## src/rtl/lcd_ctrl_pkg.sv

```systemverilog
// -----------------------------------------------------------------------------
// lcd_ctrl_pkg
// Shared types and constants for the HD44780 write-only LCD controller.
//   lcd_entry_t  : one queued LCD write {on, rs, data[7:0]}
//   lcd_state_e  : controller FSM states (debug view)
//   ST_*         : the same state codes as plain 3-bit constants
//   INIT_CMDS    : power-on command sequence (used with LCD_CTRL_INIT_EN)
// -----------------------------------------------------------------------------
package lcd_ctrl_pkg;

    typedef struct packed {
        logic       on;
        logic       rs;
        logic [7:0] data;
    } lcd_entry_t;

    typedef enum logic [2:0] {
        LCD_IDLE      = 3'd0,
        LCD_INIT_WAIT = 3'd1,
        LCD_INIT_CMD  = 3'd2,
        LCD_SETUP     = 3'd3,
        LCD_PULSE     = 3'd4,
        LCD_HOLD      = 3'd5,
        LCD_EXEC      = 3'd6
    } lcd_state_e;

    localparam logic [2:0] ST_IDLE      = 3'd0;
    localparam logic [2:0] ST_INIT_WAIT = 3'd1;
    localparam logic [2:0] ST_INIT_CMD  = 3'd2;
    localparam logic [2:0] ST_SETUP     = 3'd3;
    localparam logic [2:0] ST_PULSE     = 3'd4;
    localparam logic [2:0] ST_HOLD      = 3'd5;
    localparam logic [2:0] ST_EXEC      = 3'd6;

    // Function set 8-bit/2-line, display on, clear, entry mode increment.
    // Element [0] is issued first.
    localparam int INIT_CMD_NUM = 4;
    localparam logic [3:0][7:0] INIT_CMDS = {8'h06, 8'h01, 8'h0C, 8'h38};

    // Clear display (0x01) and return home (0x02/0x03) need the long wait.
    function automatic logic is_long_cmd(input lcd_entry_t e);
        return !e.rs && (e.data inside {8'h01, 8'h02, 8'h03});
    endfunction

    function automatic int max_int(input int a, input int b);
        return (a > b) ? a : b;
    endfunction

endpackage

```

## src/rtl/lcd_ctrl_fifo.sv

```systemverilog
// -----------------------------------------------------------------------------
// lcd_fifo
// Single-clock synchronous FIFO of lcd_entry_t.
//   clk, rst_n   : clock, synchronous active-low reset (empties the FIFO)
//   push, wr_entry : enqueue wr_entry when push=1 and not full
//   pop, rd_entry  : rd_entry shows the head; pop=1 and not empty dequeues it
//   full, empty  : status from the registered pointers
// Handshake: push is a strobe with no back-pressure; full acts as "not ready"
// and a push while full is simply ignored here (the caller flags overflow).
// Pop and push in the same cycle while full: only the pop happens.
// -----------------------------------------------------------------------------
module lcd_fifo
    import lcd_ctrl_pkg::*;
#(
    parameter int DEPTH = 8
) (
    input  logic       clk,
    input  logic       rst_n,
    input  logic       push,
    input  lcd_entry_t wr_entry,
    input  logic       pop,
    output lcd_entry_t rd_entry,
    output logic       full,
    output logic       empty
);

    localparam int AW = $clog2(DEPTH);

    // One extra pointer bit distinguishes full from empty.
    logic [AW:0] wr_ptr;
    logic [AW:0] rd_ptr;
    lcd_entry_t  mem [DEPTH];
    logic        do_push;
    logic        do_pop;

    assign full    = (wr_ptr[AW] != rd_ptr[AW]) && (wr_ptr[AW-1:0] == rd_ptr[AW-1:0]);
    assign empty   = (wr_ptr == rd_ptr);
    assign do_push = push && !full;
    assign do_pop  = pop && !empty;
    assign rd_entry = mem[rd_ptr[AW-1:0]];

    always_ff @(posedge clk) begin
        if (!rst_n) begin
            wr_ptr <= '0;
            rd_ptr <= '0;
        end else begin
            if (do_push) begin
                wr_ptr <= wr_ptr + 1'b1;
            end
            if (do_pop) begin
                rd_ptr <= rd_ptr + 1'b1;
            end
        end
    end

    // Storage needs no reset: contents are only visible through the pointers.
    always_ff @(posedge clk) begin
        if (do_push) begin
            mem[wr_ptr[AW-1:0]] <= wr_entry;
        end
    end

endmodule

```

## src/rtl/lcd_ctrl.sv

```systemverilog
// -----------------------------------------------------------------------------
// lcd_ctrl
// Write-only HD44780 character-LCD controller. Store strobes are queued in a
// FIFO and replayed on the LCD pins with setup, enable pulse, hold and
// execution timing.
// Optional feature: define LCD_CTRL_INIT_EN to run the power-on wait and the
// 0x38/0x0C/0x01/0x06 init sequence after reset.
// Ports:
//   i_clk, i_rst_n : clock, synchronous active-low reset
//   i_lcd_data     : store word, [31]=ON, [9]=RS, [7:0]=byte
//   i_lcd_vld      : one-cycle write strobe
//   o_lcd_data     : LCD DB[7:0]
//   o_lcd_rs       : register select
//   o_lcd_rw       : tied 0 (write-only)
//   o_lcd_en       : enable strobe
//   o_lcd_on       : display power/backlight
//   o_busy         : FIFO non-empty or FSM not idle
//   o_full         : FIFO full
//   o_overflow     : sticky, a write was dropped because the FIFO was full
//   o_dbg_state    : current FSM state
// Handshake: i_lcd_vld has no ready; o_full is the only flow indication and a
// strobe while o_full=1 is dropped and recorded in o_overflow.
// -----------------------------------------------------------------------------
module lcd_ctrl
    import lcd_ctrl_pkg::*;
#(
    parameter int FIFO_DEPTH    = 8,
    parameter int SETUP_CYC     = 4,
    parameter int EN_CYC        = 16,
    parameter int HOLD_CYC      = 4,
    parameter int EXEC_CYC      = 2000,
    parameter int LONG_EXEC_CYC = 80000,
    parameter int INIT_WAIT_CYC = 750000
) (
    input  logic        i_clk,
    input  logic        i_rst_n,
    input  logic [31:0] i_lcd_data,
    input  logic        i_lcd_vld,
    output logic [7:0]  o_lcd_data,
    output logic        o_lcd_rs,
    output logic        o_lcd_rw,
    output logic        o_lcd_en,
    output logic        o_lcd_on,
    output logic        o_busy,
    output logic        o_full,
    output logic        o_overflow,
    output lcd_state_e  o_dbg_state
);

    localparam int MAX_CYC = max_int(max_int(max_int(SETUP_CYC, EN_CYC),
                                             max_int(HOLD_CYC, EXEC_CYC)),
                                     max_int(LONG_EXEC_CYC, INIT_WAIT_CYC));
    localparam int CNT_W   = $clog2(MAX_CYC + 1);

    localparam logic [CNT_W-1:0] SETUP_LD = CNT_W'(SETUP_CYC - 1);
    localparam logic [CNT_W-1:0] EN_LD    = CNT_W'(EN_CYC - 1);
    localparam logic [CNT_W-1:0] HOLD_LD  = CNT_W'(HOLD_CYC - 1);
    localparam logic [CNT_W-1:0] EXEC_LD  = CNT_W'(EXEC_CYC - 1);
    localparam logic [CNT_W-1:0] LONG_LD  = CNT_W'(LONG_EXEC_CYC - 1);

`ifdef LCD_CTRL_INIT_EN
    localparam logic [CNT_W-1:0] INIT_WAIT_LD = CNT_W'(INIT_WAIT_CYC - 1);
    localparam logic [2:0]       RESET_STATE  = ST_INIT_WAIT;
`else
    localparam logic [2:0]       RESET_STATE  = ST_IDLE;
`endif

    logic [2:0]       state_q;
    logic [CNT_W-1:0] cnt_q;
    logic             en_q;
    logic             rs_q;
    logic             on_q;
    logic [7:0]       data_q;
    logic             long_q;
    logic             ovf_q;

`ifdef LCD_CTRL_INIT_EN
    logic [2:0]       init_idx_q;
    lcd_entry_t       init_entry;
    assign init_entry = '{on: 1'b1, rs: 1'b0, data: INIT_CMDS[init_idx_q[1:0]]};
`endif

    lcd_entry_t wr_entry;
    lcd_entry_t head;
    logic       fifo_full;
    logic       fifo_empty;
    logic       fifo_pop;
    logic       unused_bits;

    assign wr_entry    = '{on: i_lcd_data[31], rs: i_lcd_data[9], data: i_lcd_data[7:0]};
    assign unused_bits = ^{i_lcd_data[30:10], i_lcd_data[8]};

    // The head is only consumed from IDLE, so the FIFO is never popped
    // while a transfer (or the init sequence) is in flight.
    assign fifo_pop = (state_q == ST_IDLE) && !fifo_empty;

    lcd_fifo #(
        .DEPTH (FIFO_DEPTH)
    ) u_fifo (
        .clk      (i_clk),
        .rst_n    (i_rst_n),
        .push     (i_lcd_vld),
        .wr_entry (wr_entry),
        .pop      (fifo_pop),
        .rd_entry (head),
        .full     (fifo_full),
        .empty    (fifo_empty)
    );

    // Single down-counter: loaded with (length-1) on state entry, the state
    // advances on the cycle the counter reads zero.
    always_ff @(posedge i_clk) begin
        if (!i_rst_n) begin
            state_q <= RESET_STATE;
            cnt_q   <= '0;
            en_q    <= 1'b0;
            rs_q    <= 1'b0;
            on_q    <= 1'b0;
            data_q  <= 8'h00;
            long_q  <= 1'b0;
            ovf_q   <= 1'b0;
`ifdef LCD_CTRL_INIT_EN
            init_idx_q <= 3'd0;
`endif
        end else begin
            if (i_lcd_vld && fifo_full) begin
                ovf_q <= 1'b1;
            end

            case (state_q)
                ST_IDLE: begin
                    if (!fifo_empty) begin
                        on_q    <= head.on;
                        rs_q    <= head.rs;
                        data_q  <= head.data;
                        long_q  <= is_long_cmd(head);
                        cnt_q   <= SETUP_LD;
                        state_q <= ST_SETUP;
                    end
                end
`ifdef LCD_CTRL_INIT_EN
                // Power-on wait counts up from the reset value of zero.
                ST_INIT_WAIT: begin
                    if (cnt_q == INIT_WAIT_LD) begin
                        cnt_q   <= '0;
                        state_q <= ST_INIT_CMD;
                    end else begin
                        cnt_q <= cnt_q + 1'b1;
                    end
                end
                ST_INIT_CMD: begin
                    on_q       <= init_entry.on;
                    rs_q       <= init_entry.rs;
                    data_q     <= init_entry.data;
                    long_q     <= is_long_cmd(init_entry);
                    init_idx_q <= init_idx_q + 3'd1;
                    cnt_q      <= SETUP_LD;
                    state_q    <= ST_SETUP;
                end
`endif
                ST_SETUP: begin
                    if (cnt_q == '0) begin
                        en_q    <= 1'b1;
                        cnt_q   <= EN_LD;
                        state_q <= ST_PULSE;
                    end else begin
                        cnt_q <= cnt_q - 1'b1;
                    end
                end
                ST_PULSE: begin
                    if (cnt_q == '0) begin
                        en_q    <= 1'b0;
                        cnt_q   <= HOLD_LD;
                        state_q <= ST_HOLD;
                    end else begin
                        cnt_q <= cnt_q - 1'b1;
                    end
                end
                ST_HOLD: begin
                    if (cnt_q == '0) begin
                        cnt_q   <= long_q ? LONG_LD : EXEC_LD;
                        state_q <= ST_EXEC;
                    end else begin
                        cnt_q <= cnt_q - 1'b1;
                    end
                end
                ST_EXEC: begin
                    if (cnt_q == '0) begin
`ifdef LCD_CTRL_INIT_EN
                        state_q <= (init_idx_q == 3'(INIT_CMD_NUM)) ? ST_IDLE : ST_INIT_CMD;
`else
                        state_q <= ST_IDLE;
`endif
                    end else begin
                        cnt_q <= cnt_q - 1'b1;
                    end
                end
                default: begin
                    en_q    <= 1'b0;
                    cnt_q   <= '0;
                    state_q <= ST_IDLE;
                end
            endcase
        end
    end

    assign o_lcd_data  = data_q;
    assign o_lcd_rs    = rs_q;
    assign o_lcd_rw    = 1'b0;
    assign o_lcd_en    = en_q;
    assign o_lcd_on    = on_q;
    assign o_busy      = !fifo_empty || (state_q != ST_IDLE);
    assign o_full      = fifo_full;
    assign o_overflow  = ovf_q;
    assign o_dbg_state = lcd_state_e'(state_q);

endmodule

```

## config.mk

```make
export PLATFORM = sky130hd
export DESIGN_NAME = lcd_ctrl
export DESIGN_NICKNAME = d
export VERILOG_FILES = /design/src/rtl/lcd_ctrl_pkg.sv /design/src/rtl/lcd_ctrl_fifo.sv /design/src/rtl/lcd_ctrl.sv
export SDC_FILE = /design/constraint.sdc
export NUM_CORES = 1
export LEC_CHECK = 0
export CAP_MARGIN = 10
export CORE_ASPECT_RATIO = 1.5
export CORE_MARGIN = 4
export CORE_UTILIZATION = 25
export DETAILED_ROUTE_END_ITERATION = 10
export DONT_BUFFER_PORTS = 1
export PLACE_DENSITY = 0.42
export SYNTH_ARGS = -nofsm -noshare
export SYNTH_HDL_FRONTEND = slang
export SYNTH_SLANG_ARGS = --single-unit
```

## constraint.sdc

```tcl
create_clock -name i_clk -period 2.6 [get_ports i_clk]
set_clock_uncertainty 0.2 [all_clocks]
set_input_delay 0.39 -clock i_clk [delete_from_list [all_inputs] [get_ports i_clk]]
set_output_delay 0.39 -clock i_clk [all_outputs]
set_load 0.005 [all_outputs]
```

==> results of run 1 <==
## timing repair
item	in CTS	in global routing
setup buffers	0	0
hold endpoints to repair	88	0
hold buffers	12	0
gates resized for setup	0	0
## how the worst max path moves through the flow
stage,startpoint,end,slack [ns],depth (start not counted)
floorplan,u_fifo.wr_ptr[0],u_fifo.mem[0][0],0.008,6
global placement,cnt_q[0],cnt_q[4],0.16,10
detailed placement,cnt_q[1],cnt_q[4],0.17,10
CTS,cnt_q[1],cnt_q[4],0.15,10
global route,cnt_q[0],cnt_q[17],0.007,9
finish,cnt_q[0],cnt_q[17],0.16,9
## per-layer routing
layer  up-vias  track usage (%)
li1       1861                -
met1      1870             12.9
met2        72             20.9
met3        24             3.31
met4         0             5.17
met5         -                0
## cell type report
| cell class | instances | area [µm²] |
|---|---|---|
| Sequential cell | 127 | 3340 |
| Inverter | 10 | 37.5 |
| Multi-Input combinational cell | 295 | 2210 |
| Tap cell | 276 | 345 |
| Fill cell | 2224 | 15400 |
| Clock buffer | 17 | 425 |
| Timing Repair Buffer | 58 | 490 |
| Clock inverter | 15 | 165 |
## logic make-up after synthesis
family | Yosys count
adders and majority gates | 4
buffers and inverters | 37
muxes | 35
and+or+nand+nor | 149
DFF | 127
other | 1
AOI/OAI and AO/OA | 91
xor gates and xnor gates | 15
## placed cells by master (no fill, tap or decap), drive strengths merged, types with 2 or more instances in the layout
| master | count |
|---|---|
| edfxtp | 80 |
| dfxtp | 47 |
| buf | 46 |
| nor2 | 45 |
| nand2 | 30 |
| a21oi | 25 |
| o21ai | 21 |
| mux4 | 20 |
| inv | 20 |
| nor3 | 19 |
| clkbuf | 17 |
| mux2i | 12 |
| dlygate4sd3 | 12 |
| a31oi | 10 |
| xor2 | 9 |
| nand3 | 9 |
| a211oi | 8 |
| nor4 | 7 |
| xnor2 | 6 |
| nand2b | 5 |
| nor3b | 5 |
| a311oi | 5 |
| or3 | 5 |
| o211ai | 4 |
| ha | 4 |
| nor2b | 4 |
| nor4b | 4 |
| o31ai | 4 |
| nand4 | 4 |
| clkinv | 4 |
| mux2 | 3 |
| and3 | 3 |
| and2 | 3 |
| nand3b | 2 |
| o21a | 2 |
| a21boi | 2 |
| a211o | 2 |
## sequential cells by signal, summed over array words and instances (netlist names), named ones only
signal / cells
u_fifo.mem: 80
cnt_q: 20
o_lcd_data: 8
u_fifo.rd_ptr: 4
u_fifo.wr_ptr: 4
o_dbg_state: 3
long_q: 1
o_lcd_en: 1
o_lcd_on: 1
o_lcd_rs: 1
o_overflow: 1
## through the flow
| stage | hold slack, ns | setup WS (ns) |
|---|---|---|
| 2_1_floorplan | 0.247 | 0.00819 |
| 3_3_place_gp | 0.267 | 0.162 |
| 3_5_place_dp | 0.286 | 0.170 |
| 4_1_cts | 0.0338 | 0.155 |
| 5_1_grt | 0.0394 | 0.00738 |
| 6_report | 0.0304 | 0.157 |
## where the power goes
group / internal [mW] / switching [mW]
sequential: 2.31 / 0.168
combinational: 1.14 / 1.47
clock: 1.29 / 1.03
total: 4.74 / 2.66
==> reports/results.ini, run 1 <==
[synth]
synthXorXnorAreaFrac_pct=2.31
synthAdderAreaFrac_pct=0.878
synth_async_sr_flop_share_pct=0
syn-num-nets=498
synth.top_cells.by_count=80 x sky130_fd_sc_hd__edfxtp_1, 47 x sky130_fd_sc_hd__dfxtp_1, 44 x sky130_fd_sc_hd__nor2_1
postSynthAreaPerCell_um2=12.4
synth.largest_area_cell=sky130_fd_sc_hd__edfxtp_1
count_of_warnings_emitted_by_yosys=0
ys_dominant_reg_cell=sky130_fd_sc_hd__edfxtp_1
synth_top_family_by_area=simple AND/OR/NAND/NOR gates
gate_count_of_the_mapped_netlist=459
compound_gate_portion_of_the_synthesized_area_pct=10.6
synth.distinct_cells=64
sequential_fraction_of_the_synthesis_area_pct=58.7
syn_area_mm2=0.00570
synth_most_common_cell=sky130_fd_sc_hd__edfxtp_1
postSynthRegisterBits=127
yosys-top-cells-area=sky130_fd_sc_hd__edfxtp_1 42%, sky130_fd_sc_hd__dfxtp_1 17%, sky130_fd_sc_hd__mux4_2 7.9%
synth_edf_count=80
synth-simple-area-share_pct=14.1
synthMuxAreaShare_pct=10.6
synth.top_cell.area_share_pct=42.2

[detailed_routing]
via_count=3827
drt_first_pass_iters=4
drt_iter0_markers=181
vias_per_cell=4.80
routedWlPerCell_um=17.8
top_signal_layer_used=met4
m1WireLength_um=5810
drcViolationCount=0
final_antenna_net_count=0
met3RoutedLength_um=625
dr_wl_met2_um=7470
routed_wirelength_um=14200

[clock_network]
clock_sinks=127
worst_setup_hold_path_clk_slew_ns=0.07
clk-insertion-delay-late_ns=0.41
tritoncts=done
cts-buffers-inserted=17
cts_buffer_depth=2
cts_htree_levels=4
root_buffer_cell=sky130_fd_sc_hd__clkbuf_16

[final_layout]
postLayoutCoreUtil_pct=31.3
drive_gt1_share_pct=23.0
synthToLayoutAreaGrowth_pct=23.1
num_antenna_cells=0
num-nets-final=548
finish.cell_count_without_fillers=798
final_cell_area_mm2=0.00701

[worst_setup_path]
critical_path.reg2reg.endpoint=cnt_q[17]
stage_delay_of_the_slowest_cell_on_the_critical_path_ns=0.39
path_delay_family=simple AND/OR/NAND/NOR gates
r2r-start=cnt_q[0]
endpoint_kind=flop
type_of_the_worst_setup_path=flop to flop
critical_path_arrival_ns=2.57
critical_path.max_fanout=9
worst-r2r-cell-count=9
critical_path_rt_ns=2.73
ff2ff_setup_slack_ns=0.16
cp.buffers_inverters=2
startpoint_type=flop
worstPathCellList=inv_1 -> ha_1 -> nor4b_1 -> buf_4 -> and4_2 -> nand2_1 -> and2_1 -> o21ai_0 -> a311oi_1
critical_path.slowest_cell=sky130_fd_sc_hd__and2_1

[die]
floorplan.initialDensity_pct=25.5
num_io_pins=53
die_y_um=193
die-width_um=131
floorplan.die_area_mm2=0.0253
core.rowCount=67
design.core.area_mm2=0.0224

[global_routing]
first_pass_grt_wire_length_um=22700
first_global_vias=3964
grt_start_max_net_pins=30
antenna_found_initial=0
grt_use_total_pct=11.6
globalRouteOverflowTotal=0

[power]
p_leak_nw=2.40
power.total_mw=7.40
cellPowerDensity_mw_per_mm2=1060
irDropWorstVdd_mv=0.435

[sta]
slew_viol_final=0
report.final.hold_viol_count=0
max_freq_mhz=409
totalNegativeSetupSlack_ns=0
post-route-min-period_ns=2.44
layout_worst_path_cycle_share_pct=94.0
finalSetupViolCount=0
grt_setup_unrepaired=no

[min_path]
timing.hold.worst_endpoint=cnt_q[4]
worst_hold_path_type=input pin to flop
worstHoldPathCells=2
worstHoldStart=i_rst_n

[placed_design]
postPlaceCellArea_mm2=0.00630
dpl.hpwl_um=9920
globalplace.congestion=0.856
place_inst=754
portBuffers=0

[outcome]
outcome=complete, no violations

[run]
maxCapViolations=0

Power figures use the tool's default switching activity.
==> inputs of run 2 (changes only) <==
- CELL_PAD_IN_SITES_DETAIL_PLACEMENT: default -> 1
- CELL_PAD_IN_SITES_GLOBAL_PLACEMENT: default -> 1
- PLACE_DENSITY: 0.42 -> 0.46
- clock period: 2.6 -> 3.1 ns (I/O delays scaled with it)
==> reports/results.ini, run 2 (same netlist as run 1, synthesis figures left out) <==
[placed_design]
placement.setup.worst_slack_ns=0.261
dpl.hpwl_um=10600
portBuffers=0
globalplace.congestion=0.757

[worst_setup_path]
startpoint_type=flop
path_delay_family=simple AND/OR/NAND/NOR gates
critical_path_arrival_ns=2.88
critPathCapture=cnt_q[4]
stage_delay_of_the_slowest_cell_on_the_critical_path_ns=0.43
type_of_the_worst_setup_path=flop to flop
critical_path_rt_ns=3.23
ff2ff_setup_slack_ns=0.35
worst-r2r-cell-count=8
worstPathCellList=inv_1 -> ha_1 -> nor4b_1 -> nand4_2 -> or3_4 -> nand2_1 -> a221oi_1 -> o22ai_1
critical_path.reg2reg.endpoint=cnt_q[4]
setup.worst_path.start=cnt_q[0]
endpoint_kind=flop
critical_path.slowest_cell=sky130_fd_sc_hd__or3_4
cp.buffers_inverters=1
r2r-start=cnt_q[0]
critical_path.max_fanout=6
cp.depth=8

[power]
clock_power_share_pct=33.9
p_leak_nw=2.29
switching_portion_of_total_power_pct=34.0
comb_power_share_pct=31.2
cellPowerDensity_mw_per_mm2=899
p_switching_mw=2.10
power.total_mw=6.16
irDropWorstVdd_mv=0.420
power.internal_mw=4.06
share_of_total_power_in_sequential_cells_pct=35.0

[global_routing]
first_global_vias=4187
first_pass_grt_wire_length_um=24200
grt_start_max_net_pins=29
globalRouteOverflowTotal=0
grt_use_total_pct=12.6
antenna_found_initial=0

[min_path]
worst_hold_path_type=input pin to flop

[final_layout]
num-nets-final=528
largest_reg_flops=80
drive_gt1_share_pct=19.2
mostFrequentLayoutCell=sky130_fd_sc_hd__edfxtp_1
num_antenna_cells=0
synthToLayoutAreaGrowth_pct=20.3
leading_cell_types_in_the_layout_fill_and_taps_excluded=80 x sky130_fd_sc_hd__edfxtp_1, 47 x sky130_fd_sc_hd__dfxtp_1, 44 x sky130_fd_sc_hd__nor2_1

[detailed_routing]
drcViolationCount=0
via_count=3814
routedWlPerCell_um=19.4
routed_wirelength_um=15100
final_antenna_net_count=0
vias_per_cell=4.91
drt_iter0_markers=182
drt_first_pass_iters=4

[clock_network]
cts-buffers-inserted=17
post_cts.resized_instances=0
worst_setup_hold_path_clk_slew_ns=0.06
tritoncts=done
root_buffer_cell=sky130_fd_sc_hd__clkbuf_16
cts_buffer_depth=2
cts_htree_levels=4
postCtsSetupBuffers=0
clk-insertion-delay-late_ns=0.41
clock_sinks=127

[sta]
post-route-min-period_ns=2.75
slew_viol_final=0
layout_worst_path_cycle_share_pct=88.6
postLayoutSetupSlackWorst_ns=0.353
finalSetupViolCount=0
max_transition_margin_pct=52.4
grt_setup_unrepaired=no
max_freq_mhz=364
totalNegativeSetupSlack_ns=0
report.final.hold_viol_count=0
worstMarginPinSlew_ns=0.713

[die]
floorplan.initialDensity_pct=25.5
design.core.area_mm2=0.0224
die-width_um=131
num_io_pins=53
core.rowCount=67
die_y_um=193
floorplan.die_area_mm2=0.0253

[run]
maxCapViolations=0

[outcome]
outcome=complete, no violations

-- run 2: layer usage --
metal | part of all wire, % | vias to the layer above | track usage (%)
met1 | 39 | 1945 | 13.1
met3 | 2.9 | 19 | 3.29
met2 | 56 | 48 | 24.4
met5 | 0 | - | 0
li1 | - | 1802 | -
met4 | 1.5 | 0 | 4.53
-- run 2: cell type report --
cell class	count	area, µm²
Clock buffer	17	425
Clock inverter	14	191
Fill cell	2400	15500
Inverter	10	37.5
Multi-Input combinational cell	295	2200
Sequential cell	127	3340
Tap cell	276	345
Timing Repair Buffer	38	315
-- run 2: worst min path at each step --
stage,startpoint,to,slack (ns),cells past startpoint
floorplan,cnt_q[9],cnt_q[9],0.25,2
global placement,cnt_q[9],cnt_q[9],0.27,2
detailed placement,cnt_q[9],cnt_q[9],0.28,2
CTS,i_rst_n,cnt_q[15],0.006,2
global route,i_rst_n,cnt_q[15],0.02,2
finish,i_rst_n,cnt_q[15],0.03,2
-- run 2: power by group through the flow --
stage / registers (mW) / logic (mW) / clock network (mW)
after floorplan: 2.06 / 1.43 / 0
after global placement: 2.19 / 1.91 / 0
after detailed placement: 2.20 / 1.93 / 0
after CTS: 2.17 / 1.97 / 2.15
after global routing: 2.19 / 2.14 / 2.23
final: 2.15 / 1.92 / 2.09
-- run 2: per-stage QoR --
stage,hold WS (ns),cells,utilization [%],cell area [µm²]
after floorplan,0.247,459,-,5700
after global placement,0.271,734,27.3,6120
after detailed placement,0.282,734,27.3,6120
after CTS,0.00577,777,30.6,6860
after global routing,0.0234,777,30.6,6860
final,0.0346,777,30.6,6860
-- run 2: repair_timing --
item / CTS / global route
hold endpoints to repair: 85 / 0
hold buffers: 12 / 0
setup endpoints to repair: 0 / 0
